[src/rtl/bcd_display_driver.sv]
// bcd_display_driver: serial double-dabble binary-to-BCD converter (one bit per
// clock) feeding one seven-segment decoder per digit, with leading-zero
// blanking and an overflow flag for values that do not fit in DIGITS digits.
// Segment encoding everywhere is active-low {g,f,e,d,c,b,a}.

// Single-digit decoder: 0-9 map to glyphs, 10-15 (never produced) show dark.
module sevenseg (
    input  logic [3:0] bcd_i,
    output logic [6:0] seg_o
);
    // Active-low glyph lookup
    always_comb begin
        case (bcd_i)
            4'd0:    seg_o = 7'b1000000;
            4'd1:    seg_o = 7'b1111001;
            4'd2:    seg_o = 7'b0100100;
            4'd3:    seg_o = 7'b0110000;
            4'd4:    seg_o = 7'b0011001;
            4'd5:    seg_o = 7'b0010010;
            4'd6:    seg_o = 7'b0000010;
            4'd7:    seg_o = 7'b1111000;
            4'd8:    seg_o = 7'b0000000;
            4'd9:    seg_o = 7'b0010000;
            default: seg_o = 7'b1111111;
        endcase
    end
endmodule

module bcd_display_driver #(
    parameter int         WIDTH         = 8,
    parameter int         DIGITS        = 3,
    parameter bit         BLANK_LZ      = 1'b1,
    parameter logic [6:0] BLANK_PATTERN = 7'b1111111
) (
    input  logic                  clk,
    input  logic                  rst,
    input  logic                  start,
    input  logic [WIDTH-1:0]      num,
    output logic                  busy,
    output logic                  done,
    output logic                  overflow,
    output logic [4*DIGITS-1:0]   bcd,
    output logic [7*DIGITS-1:0]   lcd
);
    // Internal digits sized so the full input range never truncates; the
    // displayed digits are the low DIGITS of these.
    localparam int MIN_DIG    = (WIDTH + 2) / 3 + 1;
    localparam int INT_DIGITS = (DIGITS > MIN_DIG) ? DIGITS : MIN_DIG;
    localparam int CW         = $clog2(WIDTH + 1);

    typedef enum logic {IDLE, CONV} state_e;

    state_e                        state_q;
    logic [CW-1:0]                 cnt_q;
    logic [WIDTH-1:0]              sh_q;
    logic [INT_DIGITS-1:0][3:0]    dig_q;
    logic [DIGITS-1:0][3:0]        bcd_q;
    logic                          busy_q, done_q, ovf_q;

    logic [INT_DIGITS-1:0][3:0]    adj;
    logic [INT_DIGITS-1:0][3:0]    dig_d;
    logic [WIDTH-1:0]              sh_d;
    logic                          ovf_d;

    // One double-dabble step: per-digit +3 (no inter-digit carry), then shift
    always_comb begin
        adj = dig_q;
        for (int d = 0; d < INT_DIGITS; d++) begin
            if (dig_q[d] >= 4'd5) adj[d] = dig_q[d] + 4'd3;
        end
        {dig_d, sh_d} = {adj, sh_q} << 1;
        ovf_d = 1'b0;
        for (int d = DIGITS; d < INT_DIGITS; d++) begin
            ovf_d = ovf_d | (|dig_d[d]);
        end
    end

    // Conversion FSM with registered status and result outputs
    always_ff @(posedge clk) begin
        if (rst) begin
            state_q <= IDLE;
            busy_q  <= 1'b0;
            done_q  <= 1'b0;
            ovf_q   <= 1'b0;
            bcd_q   <= '0;
            cnt_q   <= '0;
            sh_q    <= '0;
            dig_q   <= '0;
        end else begin
            done_q <= 1'b0;
            case (state_q)
                IDLE: begin
                    if (start) begin
                        state_q <= CONV;
                        busy_q  <= 1'b1;
                        sh_q    <= num;
                        dig_q   <= '0;
                        cnt_q   <= CW'(WIDTH);
                    end
                end
                CONV: begin
                    sh_q  <= sh_d;
                    dig_q <= dig_d;
                    cnt_q <= cnt_q - CW'(1);
                    // Last shift: publish results on the same edge
                    if (cnt_q == CW'(1)) begin
                        state_q <= IDLE;
                        busy_q  <= 1'b0;
                        done_q  <= 1'b1;
                        bcd_q   <= dig_d[DIGITS-1:0];
                        ovf_q   <= ovf_d;
                    end
                end
                default: state_q <= IDLE;
            endcase
        end
    end

    assign busy     = busy_q;
    assign done     = done_q;
    assign overflow = ovf_q;
    assign bcd      = bcd_q;

    logic [DIGITS-1:0] blank;
    logic              seen;

    // Blank digit i>0 when it and every digit above it are zero
    always_comb begin
        seen  = 1'b0;
        blank = '0;
        for (int i = DIGITS - 1; i >= 0; i--) begin
            seen     = seen | (|bcd_q[i]);
            blank[i] = BLANK_LZ && (i != 0) && !seen;
        end
    end

    logic [DIGITS-1:0][6:0] seg;

    for (genvar g = 0; g < DIGITS; g++) begin : g_dig
        sevenseg u_seg (
            .bcd_i (bcd_q[g]),
            .seg_o (seg[g])
        );
        assign lcd[7*g +: 7] = blank[g] ? BLANK_PATTERN : seg[g];
    end

endmodule

[config.mk]
export PLATFORM = sky130hd
export DESIGN_NAME = bcd_display_driver
export DESIGN_NICKNAME = d
export VERILOG_FILES = /design/src/rtl/bcd_display_driver.sv
export SDC_FILE = /design/constraint.sdc
export NUM_CORES = 1
export LEC_CHECK = 0
export CAP_MARGIN = 20
export CORE_ASPECT_RATIO = 1.5
export CORE_MARGIN = 2
export CORE_UTILIZATION = 56
export CTS_CLUSTER_DIAMETER = 40
export DETAILED_ROUTE_END_ITERATION = 8
export GPL_ROUTABILITY_DRIVEN = 0
export GPL_TIMING_DRIVEN = 0
export PLACE_DENSITY_LB_ADDON = 0.08
export SYNTH_ARGS = -nofsm -noshare
export SYNTH_HDL_FRONTEND = slang
export SYNTH_SLANG_ARGS = --single-unit
[constraint.sdc]
create_clock -name clk -period 3.1 [get_ports clk]
set_input_delay 0.62 -clock clk [delete_from_list [all_inputs] [get_ports clk]]
set_output_delay 0.62 -clock clk [all_outputs]
set_load 0.005 [all_outputs]
==> flow_results.org <==
** Floorplanning
- Die Width :: 70.7 um
- 47 I/O pins were placed.
- CORE AREA :: 0.00649 mm2
- The initialized floorplan defines 36 standard-cell rows.
- The die is 104 um tall.
- Initial Utilization :: ~58%
- Die Area :: 0.00735 mm2

** Route
- The final route contains around 3400 vias.
- Routed WL per cell :: between 10 and 15 um
- Antenna violation net count after detailed routing :: 0
- The first detailed-routing pass took 5 iterations.
- Post-route DRC :: 0
- Post-Route WL :: slightly below 9000 um
- Detailed-route vias per instance :: 5.83
- Starting DRT DRC Count :: 198

** Pwr
- Areal power density over the cells :: 417 mW/mm2
- In this run the static leakage power is approximately 1.7 nW.
- Worst vdd ir :: ~0.3 mV

** Clock tree
- CTS clk-pin slew, worst paths :: around 70 ps
- Once the clock tree was built, the setup fixing pass inserted 0 buffers.
- Resize count post-CTS :: 2
- The H-tree generated during clock tree synthesis spans 3 levels.
- Clock Tree Buf Depth :: 2
- TritonCTS clock tree :: built
- Clock tree synthesis inserted a total of 9 buffers.
- In this run, post-CTS hold repair placed 0 buffers.
- The clock drives 65 sinks.
- Clock latency on the worst-skew pair, taken at its later pin, is 360 ps.
- The tree is rooted in a clkbuf_8.

** Final layout
- Fin area :: approximately 0.0045 mm2
- Final net count :: 542
- For this run, the number of standard cells in the final layout without fillers is between 500 and 600.
- Number of inserted filler cells in the final layout :: 559
- Diodes inserted :: 0
- The post-route netlist has 11.4% of its cells at a drive strength greater than 1.
- Layout overhead on the synthesized area :: 21.2%

** STA
- At the pin with the least slew margin, the transition time is around 680 ps.
- The count of final max-slew check failures was 0.
- Setup repair after global routing left no endpoint under its margin.
- Tightest slew margin relative to the limit :: 54.1%
- The final hold violation count is 0.
- Post-Route Setup TNS :: 0 ps
- Period utilisation layout :: 92.2%
- Counting I/O delays and the setup requirement, the final critical path takes around 2900 ps.
- Final hold slack :: 492 ps
- Setup violations remaining at the end of the flow were counted as 0.
- Timing would allow up to about 350 MHz.
- Post-Route Skew :: 9.98 ps

** GRT
- In the global route stage, met3 resource usage came out at 3.68%.
- Largest net degree at the start of global routing :: 18
- Global routing used 43.0% of the available met2 tracks.
- The via count of the first global-routing pass was 3224.
- Routing usage on met1 :: 27.6%
- The first global-routing pass estimated ~14000 um of wire.
- Global routing finished with a remaining overflow of 0.
- The initial antenna violation count is 0.
- Most used routing layer in global routing :: met2
- Global routing used 24.7% of the available tracks.

** Setup path
- Kind of start point of the critical path :: input pin
- Worst setup path class :: input pin to register
- STA classifies the critical path endpoint as a register.
- The setup check on the worst reg-to-reg path leaves a slack of between 200 and 300 ps.
- Worst Path Buf+Inv :: 3
- The critical path goes through clkdlybuf4s50_1, inv_2, nand2_4, buf_6, o32ai_2, ha_1, nand2b_1, a211oi_1, a21oi_1, a32oi_1.
- In this run the worst path has a maximum fanout of 17.
- CP Data Arrival Time :: 3070 ps
- Standard cell with the maximum stage delay on the critical path :: clkdlybuf4s50_1
- In this design, the largest share of critical-path delay is due to buffers and inverters.
- STA puts the critical path data required time at about 3300 ps.
- On the worst path, the slowest cell contributes a delay of 560 ps.

** Synthesis
- The number of nets in the synthesized netlist is 487.
- Syn Inst Count :: 451
- In this run, synthesis produced a sequential element count of between 60 and 70.
- Yosys mapped a number of flops with a built-in enable equal to 0.
- After synthesis, the share of flip-flops with an asynchronous set or reset is 0%.
- Among all flip-flop cells after synthesis, the most frequent one is dfxtp_1.
- Number of library cell types mapped by synthesis :: 59
- Total standard cell area after synthesis :: about 0.0037 mm2
- For this run, the number of Yosys warnings is 0.
- For this run, the register share of the synthesized area comes to 34.9%.
- Mapped Avg Cell Area :: roughly 8.3 um2

** Placement
- In this run the tool buffered the top-level ports with 45 buffer cells.
- Number of cells in the design after placement :: about 570
- The wire-length estimate of the detail-placed layout is 6520 um.
- The placed instances occupy a cell area of 0.00428 mm2.

** Job
- Across the run, the number of max-cap violations was 0.

** Min path
- Worst hold path class :: register to register

** Outcome
- The run finished with clean final reports.
[cell type report]
type / count / area (um2) / share of cell area [%]
multi-input cells: 339 / 2260 / 49.9
flip-flops and latches: 65 / 1300 / 28.8
repair buffers: 45 / 450 / 9.96
clock buffers: 14 / 163 / 3.60
plain buffers: 22 / 106 / 2.35
well taps: 76 / 95.1 / 2.10
inverters: 24 / 90.1 / 1.99
clock inverters: 2 / 60.1 / 1.33
[logic make-up after synthesis]
kind of cell               after synthesis  share of synthesized area, %
and+or+nand+nor                        171                          23.6
AOI/OAI and AO/OA                      130                          24.5
DFF                                     65                          34.9
buffers and inverters                   47                          5.26
adders and majority gates               25                          8.38
muxes                                   10                          2.68
xor gates and xnor gates                 3                         0.704
[power by group]
group / switching (mW) / total (mW) / internal (mW)
Sequential: 0.0148 / 0.877 / 0.862
Combinational: 0.106 / 0.201 / 0.0951
Clock: 0.310 / 0.808 / 0.498
Total: 0.431 / 1.89 / 1.46
[sequential cells by signal, indices dropped and copies added (netlist names)]
register,cells
overflow,1
busy,1
g_dig.u_seg.seg_o,21
cnt_q,4
sh_q,8
bcd,12
state_q,1
done,1
dig_q,16
[tightest hold or removal path: stages, from the launching register on]
cell	delay, ps
dfxtp_1	330
a21oi_1	60
nor2_1	70
[path summary, 6_finish.rpt]
path,startpoint,to,depth (start not counted)
setup / recovery,rst,g_dig[1].u_seg.seg_o[4]$_DFF_P_,10
hold / removal,sh_q[3]$_SDFFE_PP0P_,sh_q[4]$_SDFFE_PP0P_,2
setup reg to reg,dig_q[4]$_SDFFE_PP0P_,g_dig[2].u_seg.seg_o[4]$_DFF_P_,11
hold reg to reg,sh_q[3]$_SDFFE_PP0P_,sh_q[4]$_SDFFE_PP0P_,2
[per-stage QoR]
step / util (%) / power (mW) / setup WS, ps
2_1_floorplan: - / 1.01 / 575
3_3_place_gp: 66.0 / 1.09 / -611
3_5_place_dp: 66.0 / 1.10 / -588
4_1_cts: 69.4 / 1.89 / 53.6
5_1_grt: 69.7 / 1.94 / 76.0
6_report: 69.7 / 1.89 / 242
[layout by cell type (no fill, tap or decap), types with 5 or more instances in the layout]
cell type        instances
or3_1                    5
ha_1                    25
nor2_1                  49
clkdlybuf4s50_1         45
mux2i_1                 10
clkbuf_8                11
a21oi_1                 39
o21ai_0                 20
inv_1                   21
a211oi_1                 7
o31ai_1                  5
or2_2                   11
nand2b_1                16
nor3_1                  18
a31oi_1                 11
nand3_1                  5
clkbuf_1                12
nand3b_1                 6
nand2_1                 37
dfxtp_1                 65
[metal layers]
layer	part of all wire (%)	up-vias	wire length (um)
li1	-	1714	-
met1	41	1579	3600
met2	52	103	4520
met3	3.9	28	340
met4	3.5	0	303
met5	0	-	0
[synthesized netlist by cell type, types with 6 or more instances]
library cell / count / area share, %
a211oi_1: 7 / 1.4
a21oi_1: 40 / 5.4
a31oi_1: 13 / 2.2
clkbuf_1: 13 / 1.3
dfxtp_1: 65 / 35
ha_1: 25 / 8.4
inv_1: 21 / 2.1
mux2i_1: 10 / 2.7
nand2_1: 37 / 3.7
nand2b_1: 16 / 2.7
nand3b_1: 6 / 1.2
nor2_1: 49 / 4.9
nor3_1: 18 / 2.4
o21ai_0: 20 / 2.7
or2_2: 11 / 1.8
Note: power is estimated with default switching activity, not from simulation.
